===== config.mk =====
export PLATFORM = sky130hd
export DESIGN_NAME = multicycle_control_unit
export DESIGN_NICKNAME = d
export VERILOG_FILES = /design/src/rtl/multicycle_control_unit.sv
export SDC_FILE = /design/constraint.sdc
export NUM_CORES = 1
export LEC_CHECK = 0
export ABC_AREA = 0
export CAP_MARGIN = 20
export CORE_ASPECT_RATIO = 0.7
export CORE_UTILIZATION = 49
export DETAILED_ROUTE_END_ITERATION = 16
export GPL_TIMING_DRIVEN = 0
export PLACE_DENSITY = 0.83
export RECOVER_POWER = 50
export REMOVE_ABC_BUFFERS = 1
export SLEW_MARGIN = 20
export SYNTH_ARGS = -nofsm -noshare
export SYNTH_HDL_FRONTEND = slang
export SYNTH_SLANG_ARGS = --single-unit

===== constraint.sdc =====
create_clock -name clk -period 2.3 [get_ports clk]
set_input_delay 0.345 -clock clk [delete_from_list [all_inputs] [get_ports clk]]
set_output_delay 0.345 -clock clk [all_outputs]
set_load 0.01 [all_outputs]

===== src/rtl/multicycle_control_unit.sv =====
// Multicycle control FSM for a small RISC-V-style datapath: fetch, decode, execute, memory and writeback.
// Strobes come from the current state. The FETCH handshake, the branch decision and reset act within the same cycle.
module multicycle_control_unit (
  input  logic        clk,
  input  logic        reset_n,
  input  logic [6:0]  opcode,
  input  logic [2:0]  funct3,
  input  logic        zero,
  input  logic        mem_ready,
  output logic        pc_write,
  output logic        ir_write,
  output logic        mem_read,
  output logic        mem_write,
  output logic        reg_write,
  output logic        mem_to_reg,
  output logic        pc_src,
  output logic        alu_src_a,
  output logic [1:0]  alu_src_b,
  output logic [1:0]  alu_op,
  output logic [1:0]  imm_sel,
  output logic        illegal,
  output logic [3:0]  state,
  output logic [31:0] instret
);

  typedef enum logic [3:0] {
    S_FETCH  = 4'd0,
    S_DECODE = 4'd1,
    S_EXEC_R = 4'd2,
    S_EXEC_I = 4'd3,
    S_ADDR   = 4'd4,
    S_MEM_RD = 4'd5,
    S_MEM_WR = 4'd6,
    S_WB_ALU = 4'd7,
    S_WB_MEM = 4'd8,
    S_BRANCH = 4'd9,
    S_TRAP   = 4'd10
  } state_t;

  localparam logic [6:0] OP_R      = 7'b0110011;
  localparam logic [6:0] OP_I      = 7'b0010011;
  localparam logic [6:0] OP_LOAD   = 7'b0000011;
  localparam logic [6:0] OP_STORE  = 7'b0100011;
  localparam logic [6:0] OP_BRANCH = 7'b1100011;

  state_t      r_state;
  logic [6:0]  r_opcode;
  logic [2:0]  r_funct3;
  logic [31:0] r_instret;

  logic w_branch_ok;
  logic w_taken;

  assign w_branch_ok = (r_funct3 == 3'b000) || (r_funct3 == 3'b001);
  assign w_taken     = ((r_funct3 == 3'b000) && zero) || ((r_funct3 == 3'b001) && !zero);

  always_ff @(posedge clk or negedge reset_n) begin
    if (!reset_n) begin
      r_state   <= S_FETCH;
      r_opcode  <= '0;
      r_funct3  <= '0;
      r_instret <= '0;
    end else begin
      case (r_state)
        S_FETCH:  if (mem_ready) r_state <= S_DECODE;
        S_DECODE: begin
          // The port value seen here is the one being latched, so it is safe to branch on it.
          r_opcode <= opcode;
          r_funct3 <= funct3;
          case (opcode)
            OP_R:              r_state <= S_EXEC_R;
            OP_I:              r_state <= S_EXEC_I;
            OP_LOAD, OP_STORE: r_state <= S_ADDR;
            OP_BRANCH:         r_state <= S_BRANCH;
            default:           r_state <= S_TRAP;
          endcase
        end
        S_EXEC_R, S_EXEC_I: r_state <= S_WB_ALU;
        S_ADDR:   r_state <= (r_opcode == OP_STORE) ? S_MEM_WR : S_MEM_RD;
        S_MEM_RD: if (mem_ready) r_state <= S_WB_MEM;
        S_MEM_WR: if (mem_ready) begin
          r_state   <= S_FETCH;
          r_instret <= r_instret + 32'd1;
        end
        S_WB_ALU, S_WB_MEM: begin
          r_state   <= S_FETCH;
          r_instret <= r_instret + 32'd1;
        end
        S_BRANCH: if (w_branch_ok) begin
          r_state   <= S_FETCH;
          r_instret <= r_instret + 32'd1;
        end else begin
          r_state <= S_TRAP;
        end
        default:  r_state <= S_TRAP;
      endcase
    end
  end

  // Reset masks every output combinationally so no access can complete while reset_n is low.
  always_comb begin
    pc_write   = 1'b0;
    ir_write   = 1'b0;
    mem_read   = 1'b0;
    mem_write  = 1'b0;
    reg_write  = 1'b0;
    mem_to_reg = 1'b0;
    pc_src     = 1'b0;
    alu_src_a  = 1'b0;
    alu_src_b  = 2'b00;
    alu_op     = 2'b00;
    imm_sel    = 2'b00;
    illegal    = 1'b0;
    if (reset_n) begin
      case (r_state)
        S_FETCH: begin
          mem_read  = 1'b1;
          alu_src_b = 2'b01;
          ir_write  = mem_ready;
          pc_write  = mem_ready;
        end
        S_DECODE: begin
        end
        S_EXEC_R: begin
          alu_src_a = 1'b1;
          alu_op    = 2'b10;
        end
        S_EXEC_I: begin
          alu_src_a = 1'b1;
          alu_src_b = 2'b10;
          alu_op    = 2'b11;
        end
        S_ADDR: begin
          alu_src_a = 1'b1;
          alu_src_b = 2'b10;
          imm_sel   = (r_opcode == OP_STORE) ? 2'b01 : 2'b00;
        end
        S_MEM_RD: mem_read = 1'b1;
        S_MEM_WR: mem_write = 1'b1;
        S_WB_ALU: reg_write = 1'b1;
        S_WB_MEM: begin
          reg_write  = 1'b1;
          mem_to_reg = 1'b1;
        end
        S_BRANCH: begin
          alu_src_a = 1'b1;
          alu_op    = 2'b01;
          imm_sel   = 2'b10;
          pc_src    = 1'b1;
          pc_write  = w_taken;
        end
        default: illegal = 1'b1;
      endcase
    end
  end

  assign state   = r_state;
  assign instret = r_instret;

endmodule

==> key figures <==
CTS
  • Deepest level of the CTS H-tree: 2
  • Clock Tree Buf Depth: 2
  • Insertion delay to the later sink of the worst-skew pair: 290 ps
  • Clock tree from TritonCTS: done
  • Clock slew seen by the registers of the worst setup and hold paths: 80 ps
  • TritonCTS Sinks: 46
  • Clock buffers created by TritonCTS: 5
  • Root cell of the clock tree: sky130_fd_sc_hd__clkbuf_8

Critical path
  • Critical setup path kind: flip-flop to output port
  • Required @ worst endpoint: 1960 ps
  • Count of cells along the worst register-to-register path: 5
  • Crit path DAT: 1870 ps
  • Startpoint type of the worst setup path: flip-flop
  • Largest fanout on the critical path: 6
  • Critical Path Sink Type: output port

Place
  • Placed wire-length estimate after detailed placement: 4080 um
  • Number of input and output port buffers inserted: 64
  • Routability cong.: 0.784
  • Setup slack after placement: -77.7 ps

STA
  • Relative slew margins: 42.0%
  • Fmax achieved: 452 MHz
  • Max-slew violation total from the final report: 0
  • # setup viols final: 0
  • Setup TNS after final layout: 0 ps
  • Crit path setup slack, layout: 87.3 ps
  • Final period demand of the worst path: 2210 ps
  • Transition time at the pin with the least slew margin: 871 ps
  • Final hold violation count: 0
  • Post-route clock skew: 5.51 ps
  • Period Utilization, post-route: 96.2%

Global route
  • Via count of the first global-routing pass: 2042
  • Total overflow reported by the global router: 0
  • First-pass GRT wire length: 10300 um
  • Maximum number of pins on one net before global-route repair: 34
  • Overall Global Routing Usage: 25.3%
  • Initial antenna violation count: 0

Logic synthesis
  • Number of cells produced by synthesis: 243
  • Mean cell area of the mapped netlist: 10.3 um^2
  • Total standard cell area after synthesis: 0.00250 mm^2
  • Most frequent cells after synthesis: sky130_fd_sc_hd__dfrtp_1 (46), sky130_fd_sc_hd__xor2_1 (22), sky130_fd_sc_hd__nand2_1 (19)
  • Number of flops mapped to enable cells by yosys: 0
  • Most repeated cell in the gate-level netlist after synthesis: sky130_fd_sc_hd__dfrtp_1
  • Predominant post-synthesis flop cell: sky130_fd_sc_hd__dfrtp_1
  • Largest cells by area after synthesis: sky130_fd_sc_hd__dfrtp_1 (46%), sky130_fd_sc_hd__xor2_1 (7.7%), sky130_fd_sc_hd__mux2_2 (5.4%)
  • Async set or reset register ratio after synthesis: 100%
  • Library cell with the largest summed area after synthesis: sky130_fd_sc_hd__dfrtp_1
  • Count of yosys warnings during synthesis: 0
  • Proportion of netlist area held by the largest area contributor: 46.0%
  • Sequential cell area fraction in the yosys report: 46.0%
  • Flip-flop and latch count after synthesis: 46
  • Library cells used by synthesis: 50

Cells and area
  • Number of nets in the layout: 339
  • Share of cells above drive strength 1: 18.2%
  • Number of inserted filler cells in the final layout: 370
  • Total inserted antenna cells: 0
  • Area growth from synthesis to final layout: 40.1%

Routing
  • Total length of routed wires: 6400 um
  • Remaining antenna violation count after routing: 0
  • Starting DRC count in detailed routing: 178
  • First drt pass iteration count: 4
  • Wirelength per Cell: 16.2 um
  • Post-detailed-route via-to-cell ratio: 5.59
  • Vias: 2204
  • Count of unresolved DRC violations after routing: 0

Floorplan
  • Total number of placement rows: 21
  • I/O Pins: 65
  • Initial cell density of the core: 51.7%
  • Area of the die: 0.00540 mm^2
  • Vert. Die Dim: 61.8 um
  • Core Region: 0.00483 mm^2
  • Die width: 87.4 um

Power and ir drop
  • Leakage power summed over all cells: 1.63 nW
  • Cell area power density: 980 mW/mm^2
  • Maximum VDD drop: 0.474 mV

Run status
  • Outcome: completed

Hold path
  • Class of the tightest hold or removal check: input pin to async pin

Flow run
  • Max cap viols: 0
[worst paths after layout]
path	start	end	slack [ps]
max	state[0]$_DFFE_PN0P_	alu_src_b[0]	90
max in group asynchronous	reset_n	state[0]$_DFFE_PN0P_	1050
min	reset_n	instret[28]$_DFFE_PN0P_	110
max reg2reg	state[1]$_DFFE_PN0P_	instret[7]$_DFFE_PN0P_	140
min in group clk	instret[31]$_DFFE_PN0P_	instret[31]$_DFFE_PN0P_	480
min reg2reg	instret[31]$_DFFE_PN0P_	instret[31]$_DFFE_PN0P_	480
[cells in the final DEF (no fill, tap or decap), drive strengths merged, types with 3 or more instances in the layout]
master,instances
a21oi,3
and2,5
and3,4
buf,22
clkbuf,8
clkdlybuf4s50,34
dfrtp,46
dlygate4sd2,3
dlygate4sd3,25
inv,3
mux2,12
nand2,19
nand2b,8
nand3,6
nand4,14
nor2,12
nor3,15
nor4,9
o21a,3
o21ai,5
xnor2,12
xor2,22
[cell type report]
| type | instances | area [um^2] | share of cell area [%] |
|---|---|---|---|
| multi-input combinational | 181 | 1320 | 37.7 |
| tap | 69 | 86.3 | 2.46 |
| clock buffer | 7 | 76.3 | 2.18 |
| sequential | 46 | 1160 | 33.1 |
| inverter | 3 | 11.3 | 0.321 |
| timing repair buffer | 87 | 820 | 23.4 |
| clock inverter | 1 | 30.0 | 0.857 |
[metrics by stage]
step                      cell area, um^2  instances  util, %  total power (W)  hold slack, ps
final                                3500        394     72.5          0.00343             110
after global routing                 3500        394     72.5          0.00365             142
after CTS                            3450        391     71.4          0.00332             102
after detailed placement             3200        365     66.1          0.00249             310
after global placement               3170        363     65.5          0.00244             462
after floorplan                      2440        230        -          0.00195            49.4
[flip-flops by register name (all words and copies together) (netlist names)]
signal,flops
r_funct3,3
instret,32
r_opcode,7
state,4
[where the power goes]
part           leakage, nW  total (W)  internal, W  switching [W]
logic                0.977    0.00163     0.000851       0.000779
clock network       0.0524   0.000592     0.000325       0.000266
registers            0.601    0.00121     0.000994       0.000218
[worst max-delay path, cell delays in order (launching register included)]
cell and delay, ps:
sky130_fd_sc_hd__dfrtp_4 520, sky130_fd_sc_hd__nor2_1 120, sky130_fd_sc_hd__nand2_1 130, sky130_fd_sc_hd__nor3_4 230, sky130_fd_sc_hd__clkdlybuf4s50_1 580
[cell families (layout without fill, tap and decap cells)]
group / Yosys count / in the layout / synth area share [%]
AO/OA/AOI/OAI: 26 / 26 / 7.66
adder cells (fa/ha/maj): 1 / 1 / 0.500
XOR/XNOR: 34 / 34 / 11.9
AND/OR/NAND/NOR: 107 / 107 / 25.3
multiplexers: 13 / 13 / 5.81
buffers and inverters: 16 / 98 / 2.80
flip-flops: 46 / 46 / 46.0
[repair_timing]
item / 4_1_cts / 5_1_grt
endpoints found under the setup margin: 22 / 14
resized for setup: 11 / 8
hold buffers: 1 / 0
pin swaps: 2 / 0
endpoints found under the hold margin: 14 / 0
setup buffers: 17 / 3
[routing by layer]
metal	part of all wire, %	vias up	track usage (%)	routed length [um]
li1	-	1041	-	-
met1	49	1061	37.3	3170
met2	44	91	36.9	2830
met3	5.1	11	5.42	328
met4	1.2	0	9.13	76
met5	0	-	0	0
No activity file was read; power rests on OpenSTA's default activity.
